### src/rtl/ear_pulse_capture.sv
// rtl/ear_pulse_capture.sv - EAR deglitcher and pulse-width capture FIFO behind two ZX-Uno registers
module ear_pulse_capture #(
  parameter int         TICK_DIV   = 8,
  parameter int         FILTER_LEN = 4,
  parameter int         FIFO_AW    = 4,
  parameter logic [7:0] ADDR_CTRL  = 8'hE0,
  parameter logic [7:0] ADDR_DATA  = 8'hE1
) (
  input  logic       clk,
  input  logic       rst_n,
  input  logic       ear,
  input  logic [7:0] zxuno_addr,
  input  logic       zxuno_regrd,
  input  logic       zxuno_regwr,
  input  logic [7:0] din,
  output logic [7:0] dout,
  output logic       oe_n,
  output logic       ear_filtered
);

  localparam int PW    = (TICK_DIV > 1) ? $clog2(TICK_DIV) : 1;
  localparam int FW    = $clog2(FILTER_LEN);
  localparam int DEPTH = 2 ** FIFO_AW;
  localparam int CW    = FIFO_AW + 1;

  logic               sync1_q, sync2_q;
  logic               filt_q, filt_d;
  logic [FW-1:0]      fcnt_q, fcnt_d;
  logic               edge_det, edge_q;
  logic [PW-1:0]      presc_q, presc_d;
  logic               tick;
  logic [14:0]        width_q, width_d;
  logic               enable_q, enable_d;
  logic               ovf_q, ovf_d;
  logic               bptr_q, bptr_d;
  logic               regrd_q, regwr_q;
  logic [7:0]         rd_addr_q;
  logic [FIFO_AW-1:0] wr_ptr_q, wr_ptr_d, rd_ptr_q, rd_ptr_d;
  logic [CW-1:0]      count_q, count_d;
  logic [15:0]        mem_q [DEPTH];

  logic ctrl_wr, flush, data_rd_end, empty, full, push_req, push, pop;
  logic ctrl_sel, data_sel;
  logic [15:0] head;
  logic [31:0] count_w;
  logic [4:0]  count5;
  logic        unused_din;

  assign unused_din = ^din[7:3];

  // A new level is accepted only after FILTER_LEN consecutive differing samples.
  always_comb begin
    filt_d   = filt_q;
    fcnt_d   = '0;
    edge_det = 1'b0;
    if (sync2_q != filt_q) begin
      if (fcnt_q == FW'(FILTER_LEN - 1)) begin
        filt_d   = sync2_q;
        edge_det = 1'b1;
      end else begin
        fcnt_d = fcnt_q + 1'b1;
      end
    end
  end

  assign tick    = (presc_q == PW'(TICK_DIV - 1));
  assign presc_d = tick ? '0 : presc_q + 1'b1;

  assign ctrl_wr     = zxuno_regwr & ~regwr_q & (zxuno_addr == ADDR_CTRL);
  assign flush       = ctrl_wr & din[1];
  assign data_rd_end = ~zxuno_regrd & regrd_q & (rd_addr_q == ADDR_DATA);
  assign empty       = (count_q == '0);
  assign full        = (count_q == CW'(DEPTH));
  assign pop         = data_rd_end & ~empty & bptr_q & ~flush;
  // Any CTRL write in the push cycle discards the entry.
  assign push_req    = edge_q & enable_q & ~ctrl_wr;
  assign push        = push_req & (~full | pop);

  always_comb begin
    width_d  = width_q;
    enable_d = enable_q;
    ovf_d    = ovf_q;
    bptr_d   = bptr_q;
    wr_ptr_d = wr_ptr_q;
    rd_ptr_d = rd_ptr_q;
    count_d  = count_q;

    if (!enable_q || flush || edge_q) begin
      width_d = '0;
    end else if (tick && width_q != 15'h7FFF) begin
      width_d = width_q + 15'd1;
    end

    if (ctrl_wr) begin
      enable_d = din[0];
      bptr_d   = 1'b0;
      if (din[2]) ovf_d = 1'b0;
    end else begin
      if (push_req && full && !pop) ovf_d = 1'b1;
      if (data_rd_end && !empty) bptr_d = ~bptr_q;
    end

    if (flush) begin
      wr_ptr_d = '0;
      rd_ptr_d = '0;
      count_d  = '0;
    end else begin
      if (push) wr_ptr_d = wr_ptr_q + 1'b1;
      if (pop)  rd_ptr_d = rd_ptr_q + 1'b1;
      count_d = count_q + CW'(push) - CW'(pop);
    end
  end

  always_ff @(posedge clk or negedge rst_n) begin
    if (!rst_n) begin
      sync1_q   <= 1'b0;
      sync2_q   <= 1'b0;
      filt_q    <= 1'b0;
      fcnt_q    <= '0;
      edge_q    <= 1'b0;
      presc_q   <= '0;
      width_q   <= '0;
      enable_q  <= 1'b0;
      ovf_q     <= 1'b0;
      bptr_q    <= 1'b0;
      regrd_q   <= 1'b0;
      regwr_q   <= 1'b0;
      rd_addr_q <= '0;
      wr_ptr_q  <= '0;
      rd_ptr_q  <= '0;
      count_q   <= '0;
    end else begin
      sync1_q   <= ear;
      sync2_q   <= sync1_q;
      filt_q    <= filt_d;
      fcnt_q    <= fcnt_d;
      edge_q    <= edge_det;
      presc_q   <= presc_d;
      width_q   <= width_d;
      enable_q  <= enable_d;
      ovf_q     <= ovf_d;
      bptr_q    <= bptr_d;
      regrd_q   <= zxuno_regrd;
      regwr_q   <= zxuno_regwr;
      if (zxuno_regrd) rd_addr_q <= zxuno_addr;
      wr_ptr_q  <= wr_ptr_d;
      rd_ptr_q  <= rd_ptr_d;
      count_q   <= count_d;
    end
  end

  // Entry records the level that just ended, which is the inverse of the new filtered level.
  always_ff @(posedge clk) begin
    if (push) mem_q[wr_ptr_q] <= {~filt_q, width_q};
  end

  assign head     = mem_q[rd_ptr_q];
  assign ctrl_sel = zxuno_regrd & (zxuno_addr == ADDR_CTRL);
  assign data_sel = zxuno_regrd & (zxuno_addr == ADDR_DATA);
  assign count_w  = 32'(count_q);
  assign count5   = (count_w > 32'd31) ? 5'h1F : count_w[4:0];

  always_comb begin
    dout = 8'h00;
    if (ctrl_sel) begin
      dout = {count5, 1'b0, empty, ovf_q, enable_q};
    end else if (data_sel && !empty) begin
      dout = bptr_q ? head[15:8] : head[7:0];
    end
  end

  assign oe_n         = ~(ctrl_sel | data_sel);
  assign ear_filtered = filt_q;

endmodule

### config.mk
export PLATFORM = sky130hd
export DESIGN_NAME = ear_pulse_capture
export DESIGN_NICKNAME = d
export VERILOG_FILES = /design/src/rtl/ear_pulse_capture.sv
export SDC_FILE = /design/constraint.sdc
export NUM_CORES = 1
export LEC_CHECK = 0
export BUFFER_PORTS_ARGS = -buffer_cell sky130_fd_sc_hd__buf_4
export CORE_MARGIN = 4
export CORE_UTILIZATION = 40
export DETAILED_ROUTE_END_ITERATION = 10
export GPL_TIMING_DRIVEN = 0
export SLEW_MARGIN = 20
export SYNTH_ARGS = -nofsm -noshare
export SYNTH_HDL_FRONTEND = slang
export SYNTH_SLANG_ARGS = --single-unit
export TNS_END_PERCENT = 20
### constraint.sdc
create_clock -name clk -period 6 [get_ports clk]
set_input_delay 1.2 -clock clk [delete_from_list [all_inputs] [get_ports clk]]
set_output_delay 1.2 -clock clk [all_outputs]
set_load 0.05 [all_outputs]
* Word level (Yosys, flattened, before mapping)
Memories as Yosys holds them, arrays and structs flattened. Index checks and enable logic that the tools add are counted.
Word-level totals: logic and storage cells 99, output and inout bits 10, memory bits (read-only) 0, register bits after elaboration 50, bits in latches 0, bits in writable memories 256, memories kept 1, input port bits 21
Cells by class: bitwise logic cells 24, order comparisons 1, multipliers 0, reduce and logical (&&, ||, !) cells 18, shift-type cells 0, mux-type cells 23, equality and inequality tests 9, add/subtract/negate cells 7, divide/modulo/power cells 0
Memories:
- mem_q | words 16, bits a word 16, read ports 1, clocked after Yosys merged registers in 0, write ports 1, line 40 | logic [15:0] mem_q [DEPTH];
Operator list (number):
- two-way mux 15 bit | 2
- == test 8 bit, second input constant | 3
- two-way mux 8 bit | 3
- two-way mux 4 bit | 5
- adder 15 x 1 -> 15 bit, second input constant | 1
- != test 15 bit, second input constant | 1
- bitwise AND 1 bit | 13
- nonzero test 2 bit | 5
- two-way mux 1 bit | 9
- inverter 1 bit | 9
- adder 4 x 1 -> 4 bit, second input constant | 2
- adder 5 x 1 -> 5 bit | 1
- == test 5 bit, second input constant | 1
- > comparator 5 bit, second input constant | 1
- logical AND 1 bit | 5
- logical NOT 5 bit | 1
- two-way mux 5 bit | 1
- subtractor 5 x 1 -> 5 bit | 1
- two-way mux 2 bit | 2
- AND reduction 2 bit | 2
- adder 3 x 1 -> 3 bit, second input constant | 1
- == test 3 bit, second input constant | 1
- logical NOT 1 bit | 3
- two-way mux 3 bit | 1
- 6 further kinds | 8

* Depth between registers and ports, before layout
word-level depth 11, depth in mapped cells 16, gate-level depth less buffers 15

* Least setup slack after synthesis
No wires, ideal clock.
kind input port to output port, start in zxuno_addr[1], end out dout[3], required time 4.800 ns, stages on the path 4, arrival time 3.279 ns, slack 1.521 ns, cell sequence or3_1 > nor2_1 > nand4_1 > a311oi_1
On the way: longest elaborated chain between the ends 5
Ends and longest elaborated chain:
- start: declaration | line 12 | input logic [7:0] zxuno_addr,
- == test 8 bit | line 159 | assign data_sel = zxuno_regrd & (zxuno_addr == ADDR_DATA);
- bitwise AND 1 bit | line 159
- logical AND 1 bit | line 167 | end else if (data_sel && !empty) begin
- two-way mux 8 bit | line 167
- two-way mux 8 bit * | line 165 | if (ctrl_sel) begin
- end: declaration | line 16 | output logic [7:0] dout,
Mark *: on every way between the ends. The rest lies on a longest branch, timed or not.

* Worst setup path after layout
start in zxuno_addr[1], end out dout[4]
The elaborated chain is that of the path after synthesis.

==> metrics.md <==
| Metric | Value |
|---|---|
| Max IR drop VDD | around 0.23 mV |
| Vias in the first global route | about 6.8k |
| Drt drc | 0 |
| Hold buffer count at CTS | 0 |
| Clk_lat worst skew | roughly 560 ps |
| Status | finished clean |
| Antenna violations before repair | 0 |
| Sequential fraction of the synthesis area | a little under three quarters |
| Worst Path Max Fanout | 8 |
| RD Place Congestion | 0.8345 |
| Adder-cell share of the synthesized area | between 1.5 and 2% |
| Crit path time final | 4812 ps |
| Clock power frac | between 40% and 50% |
| Post-CTS Setup Bufs | 0 |
| Clk sink count | 306 |
| Max_slew headroom | between 20% and 30% |
| Largest cells by area after synthesis | edfxtp_1 (62%), dfrtp_1 (10%), mux4_2 (9.0%) |
| Most frequent CP cell | buf_4 |
| Multiplexer share of the synthesized area | 13.48% |
| FF-to-FF path depth | 14 |
| Unrepaired setup endpoints after global routing | no |
| Largest family of logic cells by synthesized area | multiplexers |
| Final WL | between 20,000 and 30,000 µm |
| CTS tree | yes |
| Setup Skew | between 10 and 15 ps |
| Final nets | 800 |
| Synth Area per Inst | ~18 µm² |
| Cts repair resizes | 0 |
| Largest net degree at the start of global routing | 51 |
| Chip height | ~180 µm |
| Share of cells above drive strength 1 | between 20 and 25% |
| Slowest cell on crit path | a221oi_1 |
| Core footprint | slightly above 30,000 µm² |
| Period utilization | approximately four fifths |
| # fillers | between 2k and 3k |
| Global-route wire length before repair | approximately 43,000 µm |
| CTS buffer count | 29 |
| Simple-gate portion of the synthesized area | approximately 5.7% |
| Via count | approximately 6.6k |
| Synth warn | 0 |
| Share of the synthesized area in the top cell type | between 60 and 70% |
| Reg power frac | 53.4% |
| Die width | 184.7 µm |
| Top FF cell, synth | edfxtp_1 |
| Cell family with most CP delay | simple AND/OR/NAND/NOR gates |
| DPL Wire Length | approximately 18,000 µm |
| Buf/Inv on CP | 2 |
| Startpoint Class | primary input |
| Pwr/cell area | about 310 nW/µm² |
| Reg clk slew, reported paths | ~60 ps |
| Final setup margin | 1188 ps |
| Fmax | roughly 0.21 GHz |
| Count leader, synth | edfxtp_1 |
| Critical Path AT | about 3600 ps |
| R2r endpoint | count_q[4] |
| PortBufs | 25 |
| Worst Hold Class | register to register |
| Stages on the worst setup path | 7 |
| Leak Pwr | ~4.5 nW |
| P&R area growth vs syn | 14.22% |
| R2R setup slack | 2410 ps |
| Critical Path RT | roughly 4800 ps |
| Async S/R FF share, synth | approximately 16% |
| Synthesized area | around 12,000 µm² |
| R2r startpoint | rd_addr_q[3] |
| DRT iter0 DRCs | 676 |
| Internal power | 3.472 mW |
| DR vias/cell | 5.564 |
| Critical path launch point | zxuno_addr[1] |
| Clock Path Buffers | 3 |
| Global route total overflow | 0 |
| Synth top cells by count | edfxtp_1 (256), dfrtp_1 (50), mux4_2 (50) |
| Max Transition Viols Final | 0 |
| Slew at the pin closest to its max-slew limit | approximately 1100 ps |
| Post-synthesis cell count | approximately 700 |
| Gr usage total | around 17% |
| DR pass1 iterations | 5 |
| DP Area | 13,300 µm² |
| Setup WS pre-CTS | between 1000 and 1500 ps |
| Full die area | ~34,000 µm² |
| CP Capture Point | dout[4] |
| Synth Register Bits | approximately 310 |
| Post-synth top area cell | edfxtp_1 |
| Synthesized net count | approximately 730 |
| Hold_ws | about 350 ps |
| Post-synth EDFFs | 256 |
| Unique masters post-synth | just under 60 |
| Post-DRT Antenna Nets | 0 |
| CP endpoint kind | primary output |
| P_sw | 0.9300 mW |
| Max cap viols | 0 |
| Logic gate share of total power | 5.2% |
| Crit path cell chain | buf_4 > or3_1 > nor2_1 > nand4_1 > a221oi_1 > a22o_1 > buf_4 |
| Final setup vio count | 0 |
| Num rows | between 60 and 70 |
| H-tree Lvls | 1 |
| CTS Root Cell | clkbuf_16 |
| Sw Share | between 20% and 30% |
| XOR/XNOR Fraction of Synth Area | under 10% |
| CP max stage delay | 660 ps |
| Post-synthesis compound-gate area fraction | ~4.2% |
| WL per Instance | 24.04 µm |
| Final hold violations | 0 |
| Post-route cell area | between 10,000 and 15,000 µm² |
| Starting Density | 40.73% |
| IO Pins | 31 |
| N_diodes | 0 |
| Critical setup path kind | primary input to primary output |
[logic make-up (layout without fill, tap and decap cells)]
family | after synthesis | in the layout
compound gates | 67 | 67
mux | 103 | 103
fa+ha+maj | 19 | 19
xor+xnor | 19 | 19
flops | 306 | 306
simple gates | 132 | 132
buf+inv | 45 | 136
[registers in the layout, indices dropped and copies added (netlist names)]
register and cells:
sync2_q 1, sync1_q 1, regwr_q 1, mem_q 256
ovf_q 1, ear_filtered 1, presc_q 3, regrd_q 1
rd_addr_q 8, bptr_q 1, rd_ptr_q 4, count_q 5
fcnt_q 2, wr_ptr_q 4, edge_q 1, width_q 15
enable_q 1
[metrics by stage]
| stage | TNS (ps) | utilization (%) | std cells | total power [mW] |
|---|---|---|---|---|
| finish | 0 | 46.52 | 1178 | 4.402 |
| global route | 0 | 46.52 | 1178 | 4.565 |
| CTS | 0 | 46.51 | 1178 | 4.437 |
| detailed placement | 0 | 43.38 | 1125 | 2.622 |
| global placement | -44490 | 42.96 | 1112 | 2.609 |
| floorplan | 0 | - | 691 | 2.540 |
[routing by layer]
layer,GRT usage [%],share of wire (%)
met5,0,0
met1,22.47,40
met2,29.45,52
met3,2.250,5.2
met4,4.287,2.3
[final cells by class]
class | instances | area, µm² | area share, %
inverters | 16 | 60.06 | 0.4209
clock buffers | 32 | 737.0 | 5.165
plain buffers | 29 | 161.4 | 1.131
clock inverters | 21 | 222.7 | 1.561
flip-flops and latches | 306 | 8939 | 62.64
multi-input cells | 340 | 3366 | 23.59
well taps | 396 | 495.5 | 3.472
repair buffers | 38 | 287.8 | 2.017
[power groups by stage]
stage          clock (mW)  sequential (mW)  combinational (mW)
3_3_place_gp            0             2.39               0.219
6_report             1.82             2.35               0.227
2_1_floorplan           0             2.40               0.144
5_1_grt              1.95             2.35               0.261
4_1_cts              1.86             2.35               0.230
3_5_place_dp            0             2.39               0.228
[placed cells by master (no fill, tap or decap), types with 3 or more instances in the layout]
master / synthesis / routed
a31oi_1: 5 / 5
bufinv_16: 0 / 4
buf_2: 12 / 19
clkbuf_16: 0 / 29
clkbuf_1: 11 / 14
clkinv_2: 0 / 5
o22ai_1: 11 / 11
mux2i_1: 31 / 31
nand2_1: 17 / 17
a221o_1: 10 / 10
nand2b_1: 3 / 3
mux4_2: 50 / 50
and2_1: 18 / 11
a22oi_1: 5 / 5
nor4_2: 1 / 5
ha_1: 18 / 18
xor2_1: 9 / 9
nand4_1: 6 / 6
a21oi_1: 6 / 6
buf_4: 3 / 33
and4_1: 3 / 3
edfxtp_1: 256 / 256
clkinv_1: 3 / 9
xnor2_1: 10 / 10
dfrtp_1: 50 / 50
a221oi_1: 7 / 7
nor3_1: 7 / 7
mux2_2: 22 / 22
nand3_1: 10 / 10
nor2b_1: 3 / 3
inv_1: 13 / 13
nor2_1: 43 / 43
o21ai_0: 6 / 6
and2_2: 0 / 7
[worst min-delay path by stage]
stage,from,endpoint,cells after the start
3_3_place_gp,sync1_q,sync2_q,0
3_5_place_dp,sync1_q,sync2_q,0
2_1_floorplan,sync1_q,sync2_q,0
4_1_cts,sync1_q,sync2_q,0
6_report,sync1_q,sync2_q,0
5_1_grt,sync1_q,sync2_q,0
No activity file was read; power rests on OpenSTA's default activity.
